$ cat src/rtl/demux_pkg.sv
// Shared encodings for the 4-way demux: selector codes, sequencer states and
// destination field width.
package demux_pkg;
  localparam int DEST_W = 2;

  typedef enum logic [1:0] {
    S0 = 2'b00,
    S1 = 2'b01,
    S2 = 2'b10,
    S3 = 2'b11
  } sel_e;

  typedef enum logic [1:0] {
    VACIO     = 2'b00,
    LLENO     = 2'b01,
    BLOQUEADO = 2'b10
  } estado_e;
endpackage

$ cat src/rtl/contador_salida.sv
// Per-output delivered-word counter; wraps from all-ones back to zero.
module contador_salida #(
  parameter int CNT_BITS = 8
) (
  input  logic                clk,
  input  logic                reset,
  input  logic                i_enb,
  output logic [CNT_BITS-1:0] o_cuenta
);
  logic [CNT_BITS-1:0] r_cuenta;

  always_ff @(posedge clk or posedge reset) begin
    if (reset)      r_cuenta <= '0;
    else if (i_enb) r_cuenta <= r_cuenta + 1'b1;
  end

  assign o_cuenta = r_cuenta;
endmodule

$ cat src/rtl/control_demux.sv
// Flow-controlled sequencer driving the 4-way demux from a single holding register.
// Define CONTROL_DEMUX_CONTADORES_EN to build the per-output word counters.
module control_demux
  import demux_pkg::*;
#(
  parameter int DATA_BITS = 6,
  parameter int CNT_BITS  = 8
) (
  input  logic                 clk,
  input  logic                 reset,
  input  logic                 entrada_valid,
  input  logic [DATA_BITS-1:0] entrada,
  output logic                 entrada_ready,
  input  logic [3:0]           fifo_almost_full,
  output logic [1:0]           selector,
  output logic                 enb,
  output logic [DATA_BITS-1:0] dato_salida,
  output logic                 bloqueado,
  output logic [CNT_BITS-1:0]  cuenta0,
  output logic [CNT_BITS-1:0]  cuenta1,
  output logic [CNT_BITS-1:0]  cuenta2,
  output logic [CNT_BITS-1:0]  cuenta3
);
  logic                 r_hold;
  logic [DATA_BITS-1:0] r_dato_hold;
  logic [DEST_W-1:0]    r_dest_hold;
  logic                 r_enb;
  logic [1:0]           r_selector;
  logic [DATA_BITS-1:0] r_dato_salida;

  estado_e w_estado;
  logic    w_emit;
  logic    w_xfer;
  logic [3:0][CNT_BITS-1:0] w_cuenta;

  // State follows the live almost-full of the held word's target every cycle.
  always_comb begin
    w_estado = VACIO;
    if (r_hold) w_estado = fifo_almost_full[r_dest_hold] ? BLOQUEADO : LLENO;
  end

  assign w_emit        = (w_estado == LLENO);
  assign entrada_ready = (w_estado == VACIO) || w_emit;
  assign bloqueado     = (w_estado == BLOQUEADO);
  assign w_xfer        = entrada_valid && entrada_ready;

  always_ff @(posedge clk or posedge reset) begin
    if (reset) begin
      r_hold        <= 1'b0;
      r_dato_hold   <= '0;
      r_dest_hold   <= '0;
      r_enb         <= 1'b0;
      r_selector    <= S0;
      r_dato_salida <= '0;
    end else begin
      r_enb <= w_emit;
      if (w_emit) begin
        r_selector    <= r_dest_hold;
        r_dato_salida <= r_dato_hold;
      end
      if (w_xfer) begin
        r_hold      <= 1'b1;
        r_dato_hold <= entrada;
        r_dest_hold <= entrada[DATA_BITS-1 -: DEST_W];
      end else if (w_emit) begin
        r_hold <= 1'b0;
      end
    end
  end

  assign enb         = r_enb;
  assign selector    = r_selector;
  assign dato_salida = r_dato_salida;

`ifdef CONTROL_DEMUX_CONTADORES_EN
  for (genvar i = 0; i < 4; i++) begin : g_cnt
    contador_salida #(.CNT_BITS(CNT_BITS)) u_cnt (
      .clk      (clk),
      .reset    (reset),
      .i_enb    (r_enb && (r_selector == i[1:0])),
      .o_cuenta (w_cuenta[i])
    );
  end
`else
  assign w_cuenta = '0;
`endif

  assign cuenta0 = w_cuenta[0];
  assign cuenta1 = w_cuenta[1];
  assign cuenta2 = w_cuenta[2];
  assign cuenta3 = w_cuenta[3];
endmodule

$ cat config.mk
export PLATFORM = sky130hd
export DESIGN_NAME = control_demux
export DESIGN_NICKNAME = d
export VERILOG_FILES = /design/src/rtl/demux_pkg.sv /design/src/rtl/contador_salida.sv /design/src/rtl/control_demux.sv
export SDC_FILE = /design/constraint.sdc
export NUM_CORES = 1
export LEC_CHECK = 0
export ABC_AREA = 1
export CAP_MARGIN = 20
export CORE_UTILIZATION = 35
export CTS_CLUSTER_SIZE = 12
export DETAILED_ROUTE_END_ITERATION = 8
export PLACE_DENSITY = 0.78
export SKIP_CTS_REPAIR_TIMING = 1
export SLEW_MARGIN = 20
export SYNTH_ARGS = -nofsm -noshare
export SYNTH_HDL_FRONTEND = slang
export SYNTH_SLANG_ARGS = --single-unit
$ cat constraint.sdc
create_clock -name clk -period 1.3 [get_ports clk]
set_input_delay 0.195 -clock clk [delete_from_list [all_inputs] [get_ports clk]]
set_output_delay 0.195 -clock clk [all_outputs]
set_load 0.1 [all_outputs]
After elaboration in Yosys (flattened, before gate mapping) --
Index checks and enable logic that the tools add are counted.
Storage, ports and cells: word-level logic and storage cells 19, input bits 13, bits in registers 18, output and inout port bits 43
Cells by class: $lt $le $gt $ge 1, equal/unequal tests 2, reductions and logical operators 4, mux-type cells 6
Operators with widths (count):
- two-way mux 2 bit | 2
- less-than comparator 2 x 3 -> 1 bit, second input constant | 1
- two-way mux 1 bit | 3
- binary-select mux 1 bit (select 2 bit) | 1
- == test 2 x 1 -> 1 bit, second input constant | 1
- == test 2 bit, second input constant | 1
- zero test 2 bit | 1
- nonzero test 2 bit | 1
- logical AND 1 bit | 1
- logical OR 1 bit | 1

Logic depth before layout (Yosys ltp) --
word-level depth 8, gate-level depth with buffers 8, mapped depth without buffers 8

Worst setup path after synthesis --
Ideal clock, no wire load.
path type register -> output, start register r_dato_hold[4] (netlist name), end output bloqueado, cell stages (with the launch flop) 6, required time 1.105 ns, arrival time 1.440 ns, path buffers 0, path slack -0.335 ns, cells stage by stage dfrtp_1 inv_2 nand2_1 nand3_2 nand3_4 inv_2
RTL lines:
- end, declared | RTL line control_demux.sv:18 | output logic bloqueado,

==> results.cfg <==
[die]
core_area_um2 = 2250
die_area_um2 = 2650
die_height_um = 51.5
die_width_um = 51.5
fp-row-count = 17
initial_utilization_pct = 38.0
io_pins = 56

[clock_network]
clock-sinks = 14
clock_tree.htree_level_count = 1
clockBufferDepth = 2
tritoncts = built
clock-root-buffer = sky130_fd_sc_hd__clkbuf_4
numCtsBuffers = 3
path_clk_slew_ps = 80
insertion_delay_of_the_later_clocked_pin_in_the_worst_skew_pair_ps = 270

[hold_path]
worstHoldPathType = in2async

[route]
routed_wl_um = 1370
dr.pass1.iters = 4
drt_iter0_drc = 11
antenna_violating_nets_post_route = 0
vias = 594
vias_per_cell = 3.76
wl_per_cell_um = 8.67
drc = 0

[critical_path]
end_kind = output port
ff_to_ff_end = r_dato_hold[1]$_DFFE_PP0P_
worst-setup-path-type = reg2out
critical_path_required_ps = 1110
crit_path_start_kind = flop
rrSetupSlack_ps = -30
reg2reg_start = r_dato_hold[4]$_DFFE_PP0P_
cp_max_fo = 4
cp.arrival_ps = 1300
rr_worst_depth = 9

[sta]
rsz_0062_raised_after_global_routing = yes
final_period_minus_worst_setup_slack_ps = 1490
timing.final.max_slew_violations = 0
clock.fmax_ghz = 0.671
final_hold_viol_count = 0
worst_clock_skew_ps = 5.75
post-route-worst-setup-slack_ps = -191
final-setup-viol-count = 9
post-route-period-util_pct = 115

[place]
finalWeightedCongestion = 0.697
placed_cell_area_um2 = 1120
post-dp-hpwl_um = 1070
port_buffers = 23
dp_slack_ps = -92.1

[synthesis]
post_synth_main_area_contributors = sky130_fd_sc_hd__dfrtp_1 (41%), sky130_fd_sc_hd__buf_4 (30%), sky130_fd_sc_hd__nand2_1 (14%)
number_of_different_library_cells_in_the_post_synthesis_netlist = 13
cells_after_synthesis = 99
seq_cells_post_synth = 14
synth_top_family_by_area = buffers and inverters
synthSimpleGateAreaFrac_pct = 24.9
postSynthAreaPerCell_um2 = 8.64
post_synth_mux_area_share_pct = 0
synth_fa_ha_area_share_pct = 0
synth_xor_xnor_area_share_pct = 0
netlist_area_um2 = 856
synth-compound-area-share_pct = 1.17
yosys_warnings = 0
post-synth-top-area-fraction_pct = 40.9
synth_area_leader_cell = sky130_fd_sc_hd__dfrtp_1
ys_seq_area_share_pct = 40.9

[global_route]
first_global_vias = 517
grt.overflow.total = 0
grt_first_pass_wirelength_um = 2110
grt.total_usage_pct = 10.7
grt_start_max_net_pins = 15
initial_antenna_violation_count = 0

[final_layout]
area.growth.synth_to_final_pct = 40.5
nNetsFinal = 144
ratio_of_cells_with_drive_above_1_in_the_final_layout_pct = 29.2
multi_input_comb_area_um2 = 369
antenna-diode-count = 0
fill_cell_instance_count_of_the_final_layout = 227
final_design_area_no_fill_um2 = 1200
final-seq-area_um2 = 353

[outcome]
run_status = finished, violations left
violated_checks = negative setup slack

[run]
timing.max_cap.violations = 0
## worst max-delay path by stage
stage / cells past startpoint / startpoint / slack [ps] / to
2_1_floorplan: 5 / r_dato_hold[4]$_DFFE_PP0P_ / -220 / bloqueado
3_3_place_gp: 6 / fifo_almost_full[1] / -70 / bloqueado
3_5_place_dp: 6 / fifo_almost_full[1] / -90 / bloqueado
4_1_cts: 6 / r_dato_hold[4]$_DFFE_PP0P_ / -200 / bloqueado
5_1_grt: 6 / r_dato_hold[4]$_DFFE_PP0P_ / -240 / bloqueado
6_report: 6 / r_dato_hold[4]$_DFFE_PP0P_ / -190 / bloqueado
## state kept, by name, indices dropped and copies added, names as in the netlist
register / flops
dato_salida: 4
enb: 1
r_dato_hold: 6
r_hold: 1
selector: 2
## critical path: stages (launching register included)
cell,delay [ps]
sky130_fd_sc_hd__dfrtp_1,430
sky130_fd_sc_hd__inv_2,100
sky130_fd_sc_hd__nand2_2,60
sky130_fd_sc_hd__nand3_2,90
sky130_fd_sc_hd__nand3_4,110
sky130_fd_sc_hd__inv_4,80
sky130_fd_sc_hd__buf_12,160
## cells in the mapped netlist
master,instances
sky130_fd_sc_hd__nand3_4,1
sky130_fd_sc_hd__nand2_2,1
sky130_fd_sc_hd__inv_1,2
sky130_fd_sc_hd__nand2_4,2
sky130_fd_sc_hd__buf_4,34
sky130_fd_sc_hd__nand3_1,6
sky130_fd_sc_hd__conb_1,1
sky130_fd_sc_hd__nand3_2,2
sky130_fd_sc_hd__inv_6,1
sky130_fd_sc_hd__inv_2,2
sky130_fd_sc_hd__o21ai_1,2
sky130_fd_sc_hd__nand2_1,31
sky130_fd_sc_hd__dfrtp_1,14
## stage by stage
stage	utilization, %	setup TNS (ps)	hold slack, ps	std cells
3_3_place_gp	49.7	-670	460	150
2_1_floorplan	-	-405	84.1	130
6_report	53.3	-534	247	158
5_1_grt	53.3	-1050	306	158
3_5_place_dp	49.7	-1090	458	150
4_1_cts	50.8	-352	262	154
## final cells by class
class / instances / share of cell area, %
timing repair buffer: 30 / 32.7
multi-input combinational: 77 / 30.7
sequential: 14 / 29.3
tap: 28 / 2.91
clock buffer: 4 / 2.19
inverter: 5 / 2.19
## layout by cell type (no fill, tap or decap), drive strengths merged
master	instances
nand2	34
clkbuf	4
o21ai	2
dfrtp	14
conb	32
nand3	9
clkdlybuf4s50	12
buf	18
inv	5
## logic make-up (layout without fill, tap and decap cells)
logic type / Yosys count / count (layout)
compound gates: 2 / 2
buf+inv: 39 / 39
flops: 14 / 14
other cells: 1 / 32
simple gates: 43 / 43
## routing by layer
layer | GRT usage (%) | part of all wire [%] | vias to the layer above
li1 | - | - | 301
met3 | 2.98 | 9.2 | 2
met5 | 0 | 0 | -
met1 | 12.8 | 39 | 254
met4 | 4.05 | 0.51 | 0
met2 | 18.0 | 51 | 37
Power is not shown: default switching activity piles up to over one toggle a cycle in this logic, so the estimate is an artifact.
